===== src/rtl/qrst_arb_pkg.sv =====
// Shared types and constants for the QICK reset/sync command arbiter.
package qrst_arb_pkg;

  // Arbiter FSM states, sequentially encoded.
  typedef enum logic [2:0] {
    StIdle = 3'd0,
    StReq  = 3'd1,
    StRun  = 3'd2,
    StRel  = 3'd3,
    StDone = 3'd4,
    StErr  = 3'd5
  } state_e;

  // Request type latched at grant time.
  localparam logic TYPE_QRST  = 1'b0;
  localparam logic TYPE_QSYNC = 1'b1;

  // True in the states where the arbiter is waiting on the engine.
  function automatic logic is_engine_wait(state_e s);
    return (s == StReq) || (s == StRun) || (s == StRel);
  endfunction

endpackage


===== src/rtl/qrst_arbiter_rr_arbiter.sv =====
// Round-robin picker with its own pointer register. The pick is combinational:
// first set request at or after the pointer, wrapping. On load the pointer
// moves to one past the picked index.
module rr_arbiter #(
  parameter int unsigned NREQ = 4
) (
  input  logic                    clk_i,
  input  logic                    rst_ni,
  input  logic [NREQ-1:0]         req_i,
  input  logic                    load_i,
  output logic                    gnt_valid_o,
  output logic [$clog2(NREQ)-1:0] gnt_id_o
);

  localparam int unsigned IdW = $clog2(NREQ);

  logic [IdW-1:0] ptr_q;

  // Scan requests starting at the pointer, wrapping around once.
  always_comb begin
    int unsigned idx;
    gnt_valid_o = 1'b0;
    gnt_id_o    = '0;
    idx         = 0;
    for (int unsigned k = 0; k < NREQ; k++) begin
      idx = 32'(ptr_q) + k;
      if (idx >= NREQ) begin
        idx = idx - NREQ;
      end
      if (!gnt_valid_o && req_i[IdW'(idx)]) begin
        gnt_valid_o = 1'b1;
        gnt_id_o    = IdW'(idx);
      end
    end
  end

  // Advance the pointer past the winner when the grant is taken.
  always_ff @(posedge clk_i or negedge rst_ni) begin
    if (!rst_ni) begin
      ptr_q <= '0;
    end else if (load_i && gnt_valid_o) begin
      ptr_q <= (gnt_id_o == IdW'(NREQ - 1)) ? '0 : gnt_id_o + 1'b1;
    end
  end

endmodule


===== src/rtl/qrst_arbiter.sv =====
// Arbitrates the single QICK reset/sync engine between NREQ requesters.
// Grants round-robin, drives the qrst_req/qsync_req level handshake, watches
// ack/start to detect completion and returns a one-cycle done pulse.
// Optional watchdog/abort path enabled by defining QRST_ARB_TIMEOUT_EN.
module qrst_arbiter
  import qrst_arb_pkg::*;
#(
  parameter int unsigned       NREQ     = 4,
  parameter int unsigned       TOUT_W   = 16,
  parameter logic [TOUT_W-1:0] TOUT_CYC = 16'd4000
) (
  input  logic                    t_clk_i,
  input  logic                    t_rst_ni,
  input  logic [NREQ-1:0]         req_i,
  input  logic [NREQ-1:0]         req_sync_i,
  output logic [NREQ-1:0]         done_o,
  output logic                    err_o,
  output logic                    busy_o,
  output logic [$clog2(NREQ)-1:0] grant_id_o,
  output logic                    qrst_req_o,
  output logic                    qsync_req_o,
  input  logic                    qrst_ack_i,
  input  logic                    qproc_start_i
);

  localparam int unsigned IdW = $clog2(NREQ);

  state_e         state_q;
  logic [IdW-1:0] id_q;
  logic           type_q;
  logic           req_on_q;
  logic           exec_seen_q;
  logic [NREQ-1:0] done_q;
  logic           busy_q;

  logic           gnt_valid;
  logic [IdW-1:0] gnt_id;
  logic           grant_load;
  logic           run_done;

  // Never grant while the engine still holds ack from a previous command.
  assign grant_load = (state_q == StIdle) && !qrst_ack_i && gnt_valid;

  // Execution finished once start has been seen and has fallen; an early ack
  // drop is also treated as completion.
  assign run_done = !qrst_ack_i || (exec_seen_q && !qproc_start_i);

  rr_arbiter #(
    .NREQ(NREQ)
  ) u_rr_arbiter (
    .clk_i      (t_clk_i),
    .rst_ni     (t_rst_ni),
    .req_i      (req_i),
    .load_i     (grant_load),
    .gnt_valid_o(gnt_valid),
    .gnt_id_o   (gnt_id)
  );

`ifdef QRST_ARB_TIMEOUT_EN
  logic [TOUT_W-1:0] tout_q;
  logic              tout_hit;
  logic              wd_leave;
  logic              err_q;

  assign tout_hit = is_engine_wait(state_q) && (tout_q == TOUT_CYC - 1'b1);
  assign wd_leave = ((state_q == StReq) && qrst_ack_i) ||
                    ((state_q == StRun) && run_done)   ||
                    ((state_q == StRel) && !qrst_ack_i) ||
                    tout_hit;

  // Watchdog: counts cycles spent in an engine-wait state, clears on any change.
  always_ff @(posedge t_clk_i or negedge t_rst_ni) begin
    if (!t_rst_ni) begin
      tout_q <= '0;
    end else if (is_engine_wait(state_q) && !wd_leave) begin
      tout_q <= tout_q + 1'b1;
    end else begin
      tout_q <= '0;
    end
  end

  assign err_o = err_q;
`else
  logic unused_tout;
  assign unused_tout = ^{TOUT_CYC, TOUT_W[0]};
  assign err_o       = 1'b0;
`endif

  // Arbiter FSM with all outputs registered alongside the state.
  always_ff @(posedge t_clk_i or negedge t_rst_ni) begin
    if (!t_rst_ni) begin
      state_q     <= StIdle;
      id_q        <= '0;
      type_q      <= TYPE_QRST;
      req_on_q    <= 1'b0;
      exec_seen_q <= 1'b0;
      done_q      <= '0;
      busy_q      <= 1'b0;
`ifdef QRST_ARB_TIMEOUT_EN
      err_q       <= 1'b0;
`endif
    end else begin
      done_q <= '0;
`ifdef QRST_ARB_TIMEOUT_EN
      err_q  <= 1'b0;
`endif
      unique case (state_q)
        StIdle: begin
          if (grant_load) begin
            state_q  <= StReq;
            id_q     <= gnt_id;
            type_q   <= req_sync_i[gnt_id];
            req_on_q <= 1'b1;
            busy_q   <= 1'b1;
          end
        end
        StReq: begin
          exec_seen_q <= 1'b0;
          if (qrst_ack_i) begin
            state_q <= StRun;
          end
`ifdef QRST_ARB_TIMEOUT_EN
          else if (tout_hit) begin
            state_q  <= StErr;
            req_on_q <= 1'b0;
            err_q    <= 1'b1;
          end
`endif
        end
        StRun: begin
          if (qproc_start_i) begin
            exec_seen_q <= 1'b1;
          end
          if (run_done) begin
            state_q  <= StRel;
            req_on_q <= 1'b0;
          end
`ifdef QRST_ARB_TIMEOUT_EN
          else if (tout_hit) begin
            state_q  <= StErr;
            req_on_q <= 1'b0;
            err_q    <= 1'b1;
          end
`endif
        end
        StRel: begin
          if (!qrst_ack_i) begin
            state_q      <= StDone;
            done_q[id_q] <= 1'b1;
          end
`ifdef QRST_ARB_TIMEOUT_EN
          else if (tout_hit) begin
            state_q      <= StDone;
            done_q[id_q] <= 1'b1;
            err_q        <= 1'b1;
          end
`endif
        end
        StDone: begin
          state_q <= StIdle;
          busy_q  <= 1'b0;
        end
`ifdef QRST_ARB_TIMEOUT_EN
        StErr: begin
          if (!qrst_ack_i) begin
            state_q      <= StDone;
            done_q[id_q] <= 1'b1;
          end
        end
`endif
        default: begin
          state_q  <= StIdle;
          req_on_q <= 1'b0;
          busy_q   <= 1'b0;
        end
      endcase
    end
  end

  assign done_o      = done_q;
  assign busy_o      = busy_q;
  assign grant_id_o  = id_q;
  assign qrst_req_o  = req_on_q && (type_q == TYPE_QRST);
  assign qsync_req_o = req_on_q && (type_q == TYPE_QSYNC);

endmodule


===== config.mk =====
export PLATFORM = sky130hd
export DESIGN_NAME = qrst_arbiter
export DESIGN_NICKNAME = d
export VERILOG_FILES = /design/src/rtl/qrst_arb_pkg.sv /design/src/rtl/qrst_arbiter_rr_arbiter.sv /design/src/rtl/qrst_arbiter.sv
export SDC_FILE = /design/constraint.sdc
export NUM_CORES = 1
export LEC_CHECK = 0
export ABC_AREA = 0
export BUFFER_PORTS_ARGS = -buffer_cell sky130_fd_sc_hd__clkbuf_2
export CORE_UTILIZATION = 52
export DETAILED_ROUTE_END_ITERATION = 10
export PLACE_DENSITY_LB_ADDON = 0.2
export SYNTH_ARGS = -nofsm -noshare
export SYNTH_HDL_FRONTEND = slang
export SYNTH_HIERARCHICAL = 1
export SYNTH_SLANG_ARGS = --single-unit

===== constraint.sdc =====
create_clock -name t_clk_i -period 3.3 [get_ports t_clk_i]
set_input_delay 0.495 -clock t_clk_i [delete_from_list [all_inputs] [get_ports t_clk_i]]
set_output_delay 0.495 -clock t_clk_i [all_outputs]
set_load 0.03 [all_outputs]

==> impl_metrics.py, run 1 <==
metrics = {
    "floorplanning": {
        "die_width_um": 40.2,
        "boundaryPins": 22,
        "initial_core_util": 0.569,
        "die_area_um2": 1620,
        "floorplan.rows": 13,
        "core_um2": 1330,
        "dieHeight_um": 40.2,
    },
    "global_route": {
        "grt_pass1_vias": 544,
        "groute.usage.overall": 0.211,
        "grt_max_degree": 16,
        "gr-total-overflow": 0,
        "antenna_found_initial": 0,
        "grt_pass1_wl_mm": 2.26,
    },
    "setup_path": {
        "path_class": "reg2reg",
        "crit_fanout": 6,
        "worstPathArrival_ns": 2.28,
        "crit_path_end_kind": "flip-flop",
        "cp-start-kind": "flip-flop",
        "critPathRequiredTime_ns": 3.48,
    },
    "power_and_ir_drop": {
        "clkPwrFrac": 0.135,
        "swShare": 0.413,
        "ir_worst_vdd_v": 0.000414,
        "powerDensity_nw_per_um2": 890,
        "cell_internal_pwr_uw": 458,
        "power.leakage_uw": 0.000437,
        "p_switching_uw": 322,
        "seqPwrFrac": 0.420,
        "comb_power_share": 0.445,
    },
    "logic_synthesis": {
        "synth_common_cells": "dfrtp_1, nand2_1, nor2_1",
        "ys_ff_latch": 15,
        "yosysUniqueCellTypes": 33,
        "synth_area_leader_cell": "dfrtp_1",
        "yosysWarnings": 6,
        "async_flop_share": 1.00,
        "ys_top_cells_by_area": "dfrtp_1, mux2_4, nand2_1",
        "yosysMostFrequentCell": "dfrtp_1",
        "syn_area_um2": 759,
        "ys_seq_area_frac": 0.494,
        "synth_ff_type": "dfrtp_1",
        "synth_edf_count": 0,
        "netlist_instances": 68,
        "synth_nets": 80,
        "synth.avg_cell_area_um2": 11.2,
        "yosys.area.top_type_share": 0.494,
    },
    "timing": {
        "fin_tns_setup_ns": 0,
        "finalCritPeriodShare": 0.638,
        "layout_setup_ws_ns": 1.19,
        "rsz0062_at_grt": "false",
        "min_period_ns": 2.11,
        "clock.fmax_mhz": 475,
        "hold_violations": 0,
        "holdWs_ns": 0.108,
        "finalSetupViolCount": 0,
        "maxSlewViolCount": 0,
        "finalClockSkew_ns": 0.00497,
    },
    "clock_tree": {
        "cts_resized": 0,
        "clock_latency_ns": 0.28,
        "hold_buffers": 0,
        "numClockSinks": 15,
        "post-cts-setup-buffer-count": 0,
        "htreeDepth": 1,
        "clkTransAtPathRegs_ns": 0.09,
        "cts.path.max_buffers": 2,
        "tritoncts": "yes",
        "cts_inserted_buffers": 3,
        "cts-root-buf": "clkbuf_4",
    },
    "finish": {
        "utilization": 0.657,
        "areaGrowthSynthToFinish_pct": 15.3,
        "final_layout_size_suffix_gt1_frac": 0.393,
        "n_antenna_cell": 0,
        "num-nets-final": 102,
        "final_cell_count_no_fill": 104,
        "fillers": 109,
    },
    "placed_design": {
        "hpwl_um": 999,
        "io_buffers": 20,
        "dpl.cell_count": 100,
        "place_ws_ns": 1.11,
        "place_congestion": 0.756,
    },
    "routing": {
        "antenna_left": 0,
        "drt_iter0_markers": 3,
        "drcViolationCount": 0,
        "finalWirelength_mm": 1.29,
        "dr.pass1.iters": 2,
        "viasPerCell": 5.44,
        "drt-wirelength-per-cell_um": 12.4,
        "vias": 566,
    },
    "worst_hold_path": {
        "hp-class": "in2async",
    },
    "run": {
        "max_cap_violations": 0,
    },
    "status": {
        "outcome": "complete, no violations",
    },
}
==> state kept, by name, summed over array words and instances, names as in the netlist <==
| name | flops |
|---|---|
| busy_o | 1 |
| done_o | 4 |
| exec_seen_q | 1 |
| grant_id_o | 2 |
| req_on_q | 1 |
| state_q | 3 |
| type_q | 1 |
| u_rr_arbiter/ptr_q | 2 |
==> worst max-delay path: stages, from the launching register on <==
cell and delay [ns]:
dfrtp_1 0.45, nor2b_1 0.17, o21a_1 0.17, a311oi_2 0.39, mux4_2 0.55, mux2_4 0.26
==> worst paths after layout <==
check | to | slack, ns | cells after the start | start
setup reg to reg | type_q | 1.19 | 5 | u_rr_arbiter/ptr_q[1]
setup / recovery | type_q | 1.19 | 5 | u_rr_arbiter/ptr_q[1]
max in group asynchronous | exec_seen_q | 2.92 | 1 | t_rst_ni
hold reg to reg | busy_o | 0.50 | 1 | busy_o
hold / removal | done_o[0] | 0.11 | 1 | t_rst_ni
min in group t_clk_i | busy_o | 0.50 | 1 | busy_o
==> metrics by stage <==
stage / instance area [um^2] / total power (uW)
2_1_floorplan: 759 / 612
3_5_place_dp: 848 / 681
6_report: 876 / 780
5_1_grt: 876 / 839
3_3_place_gp: 848 / 670
4_1_cts: 876 / 786
==> logic make-up (layout without fill, tap and decap cells) <==
kind of cell,Yosys count,count (layout),share of synthesized area
simple gates,25,25,0.178
other cells,1,1,0.00494
flops,15,15,0.494
compound gates,15,15,0.155
mux,5,5,0.102
buf+inv,6,27,0.0544
xor+xnor,1,1,0.0115
==> routing by layer <==
metal,share of wire,global-route usage,vias to the layer above
met3,0.036,0.0500,2
li1,-,-,279
met2,0.49,0.347,15
met1,0.46,0.282,270
met5,0,0,-
met4,0.011,0.0500,0
==> layout by cell type, fill, tap and decap left out, drive strengths merged <==
| cell | n |
|---|---|
| and2 | 1 |
| nand3 | 1 |
| conb | 1 |
| and3b | 1 |
| nor2b | 2 |
| o21ai | 4 |
| mux2i | 1 |
| nand2b | 2 |
| a21oi | 2 |
| a31oi | 1 |
| a311o | 1 |
| clkbuf | 23 |
| and4bb | 1 |
| o2bb2ai | 1 |
| a221oi | 1 |
| xnor2 | 1 |
| mux2 | 3 |
| o21a | 1 |
| mux4 | 1 |
| a311oi | 1 |
| inv | 3 |
| clkinv | 1 |
| and3 | 2 |
| a21o | 2 |
| nor3b | 1 |
| nand2 | 7 |
| dfrtp | 15 |
| a31o | 1 |
| nor2 | 7 |
==> layout make-up <==
class	instances	area, um^2	share of cell area
clock inverter	1	5.00	0.00571
sequential	15	375	0.429
timing repair buffer	20	100	0.114
multi-input combinational	47	343	0.391
inverter	3	11.3	0.0129
clock buffer	3	22.5	0.0257
tap	15	18.8	0.0214
==> power by group through the flow <==
stage	sequential, uW	clock (uW)	combinational [uW]
after floorplan	348	0	264
after global placement	329	0	342
after detailed placement	332	0	349
after CTS	328	107	351
after global routing	343	111	384
final	328	105	347
Note: power is estimated with default switching activity, not from simulation.
==> run 2, diff against run 1 <==
--- a/config.mk
+++ b/config.mk
@@ -7,7 +7,8 @@
 export LEC_CHECK = 0
 export ABC_AREA = 0
 export BUFFER_PORTS_ARGS = -buffer_cell sky130_fd_sc_hd__clkbuf_2
-export CORE_UTILIZATION = 52
+export CORE_ASPECT_RATIO = 0.8
+export CORE_UTILIZATION = 44
 export DETAILED_ROUTE_END_ITERATION = 10
 export PLACE_DENSITY_LB_ADDON = 0.2
 export SYNTH_ARGS = -nofsm -noshare
==> constraint.sdc (replaced) <==
create_clock -name t_clk_i -period 1.84 [get_ports t_clk_i]
set_input_delay 0.276 -clock t_clk_i [delete_from_list [all_inputs] [get_ports t_clk_i]]
set_output_delay 0.276 -clock t_clk_i [all_outputs]
set_load 0.03 [all_outputs]
==> run 2 against run 1 <==
Effect of this change: the flow now finishes with violations (setup timing); sequential power increased by 79%; worst setup slack worse by 1.3 ns; final cell count grew 12%; sequential cell count unchanged; first-iteration DRC count rose to 4.7 times the previous value; worst hold slack better by 0.21 ns; critical path depth is the same; maximum frequency is 9.6% higher; design area is 6.6% higher.
==> impl_metrics.py, run 2 (synthesis gave the netlist of run 1 again) <==
metrics = {
    "power_and_ir_drop": {
        "total_power_uw": 1470,
        "powerDensity_nw_per_um2": 1580,
        "power.leakage_uw": 0.000463,
        "ir_worst_vdd_v": 0.000691,
    },
    "floorplanning": {
        "initial_core_util": 0.467,
        "die_area_um2": 1900,
        "die_width_um": 48.5,
        "floorplan.rows": 13,
        "boundaryPins": 22,
        "dieHeight_um": 39.2,
        "core_um2": 1630,
    },
    "setup_path": {
        "cp-start-kind": "flip-flop",
        "max_stage_delay_ns": 0.53,
        "crit_fanout": 6,
        "crit_chain": "nor2b_4 > o21a_1 > a311oi_2 > mux4_2 > mux2_4",
        "cp.depth": 5,
        "crit_path_top_delay_cell": "mux4_2",
        "critical-path-top-delay-family": "multiplexers",
        "worstPathArrival_ns": 2.10,
        "critPathBufInv": 0,
        "critPathRequiredTime_ns": 2.02,
        "r2r_cells": 5,
        "path_class": "reg2reg",
        "crit_path_end_kind": "flip-flop",
    },
    "clock_tree": {
        "cts_inserted_buffers": 3,
        "clock_latency_ns": 0.28,
        "post-cts-setup-buffer-count": 0,
        "clkTransAtPathRegs_ns": 0.09,
        "htreeDepth": 1,
        "cts-root-buf": "clkbuf_4",
        "tritoncts": "yes",
        "cts.path.max_buffers": 2,
        "numClockSinks": 15,
    },
    "routing": {
        "viasPerCell": 5.07,
        "dr.pass1.iters": 4,
        "drt_iter0_markers": 14,
        "vias": 588,
        "antenna_left": 0,
        "finalWirelength_mm": 1.47,
        "drcViolationCount": 0,
        "drt-wirelength-per-cell_um": 12.7,
    },
    "global_route": {
        "grt_pass1_vias": 543,
        "groute.usage.overall": 0.181,
        "grt_pass1_wl_mm": 2.39,
        "antenna_found_initial": 0,
        "gr-total-overflow": 0,
        "grt_max_degree": 16,
    },
    "finish": {
        "final_layout_size_suffix_gt1_frac": 0.436,
        "n_antenna_cell": 0,
        "num-nets-final": 107,
        "final_cell_count_no_fill": 116,
        "layout_common_cells": "clkbuf_2, dfrtp_1, nand2_1",
        "areaGrowthSynthToFinish_pct": 22.9,
        "final_common_cell": "clkbuf_2",
        "largest_register_ffs": 4,
    },
    "timing": {
        "min_period_ns": 1.92,
        "finalClockSkew_ns": 0.00252,
        "holdWs_ns": 0.319,
        "finalSetupViolCount": 1,
        "maxSlewViolCount": 0,
        "clock.fmax_mhz": 521,
        "rsz0062_at_grt": "true",
        "hold_violations": 0,
        "layout_setup_ws_ns": -0.0802,
        "finalCritPeriodShare": 1.04,
    },
    "run": {
        "max_cap_violations": 0,
    },
    "placed_design": {
        "place_ws_ns": -0.0819,
        "hpwl_mm": 1.13,
        "dpl.cell_count": 111,
        "place_congestion": 0.851,
        "io_buffers": 20,
    },
    "worst_hold_path": {
        "whs_path_depth": 3,
        "hp-class": "in2reg",
    },
    "status": {
        "violations": "setup timing",
        "outcome": "finished with violations",
    },
}
## run 2: cell types whose count changed in the layout (fill, tap and decap cells not counted)
cell / before / now
dfrtp_2: 0 / 1
dfrtp_1: 15 / 14
dlygate4sd3_1: 0 / 1
nor2b_4: 0 / 1
nor2b_1: 2 / 1
buf_4: 0 / 4
## run 2: tightest hold or removal path, delay by kind of cell
| kind | cells | cell delay (ns) |
|---|---|---|
| AOI/OAI and AO/OA | 2 | 0.21 |
| buffers and inverters | 1 | 0.09 |
## run 2: path summary, 6_finish.rpt
kind | slack (ns) | to | from
max in group asynchronous | 1.12 | u_rr_arbiter/ptr_q[1] | t_rst_ni
hold / removal | 0.32 | exec_seen_q | qproc_start_i
setup / recovery | -0.08 | type_q | u_rr_arbiter/ptr_q[1]
setup reg to reg | -0.08 | type_q | u_rr_arbiter/ptr_q[1]
min in group asynchronous | 0.42 | done_o[2] | t_rst_ni
hold reg to reg | 0.49 | busy_o | busy_o
## run 2: repair_timing
item / CTS / global route
resized for setup: 0 / 1
hold buffers: 1 / 0
hold endpoints to repair: 15 / 0
endpoints found under the setup margin: 1 / 1
## run 2: per-layer routing
layer | global-route usage | share of wire | up-vias
met5 | 0 | 0 | -
met4 | 0.0882 | 0.0075 | 0
met3 | 0.0431 | 0.048 | 2
met2 | 0.303 | 0.45 | 20
met1 | 0.226 | 0.49 | 279
li1 | - | - | 287
## run 2: area by class of cell
type / count / area (um^2)
fillers: 156 / 693
flip-flops and latches: 15 / 377
multi-input cells: 47 / 350
repair buffers: 25 / 140
well taps: 22 / 27.5
clock buffers: 3 / 22.5
inverters: 3 / 11.3
clock inverters: 1 / 5.00
## run 2: per-stage QoR
stage          area [um^2]  TNS (ns)   util
2_1_floorplan          767   -0.0959      -
3_3_place_gp           895   -0.0329  0.550
3_5_place_dp           895   -0.0819  0.550
4_1_cts                932   -0.0896  0.573
5_1_grt                933    -0.178  0.574
6_report               933   -0.0802  0.574
## run 2: report_power, final
part / switching (uW) / total, uW / internal [uW] / leakage [uW]
combinational: 359 / 697 / 339 / 0.000258
clock: 110 / 191 / 80.8 / 0.0000177
sequential: 131 / 586 / 454 / 0.000188
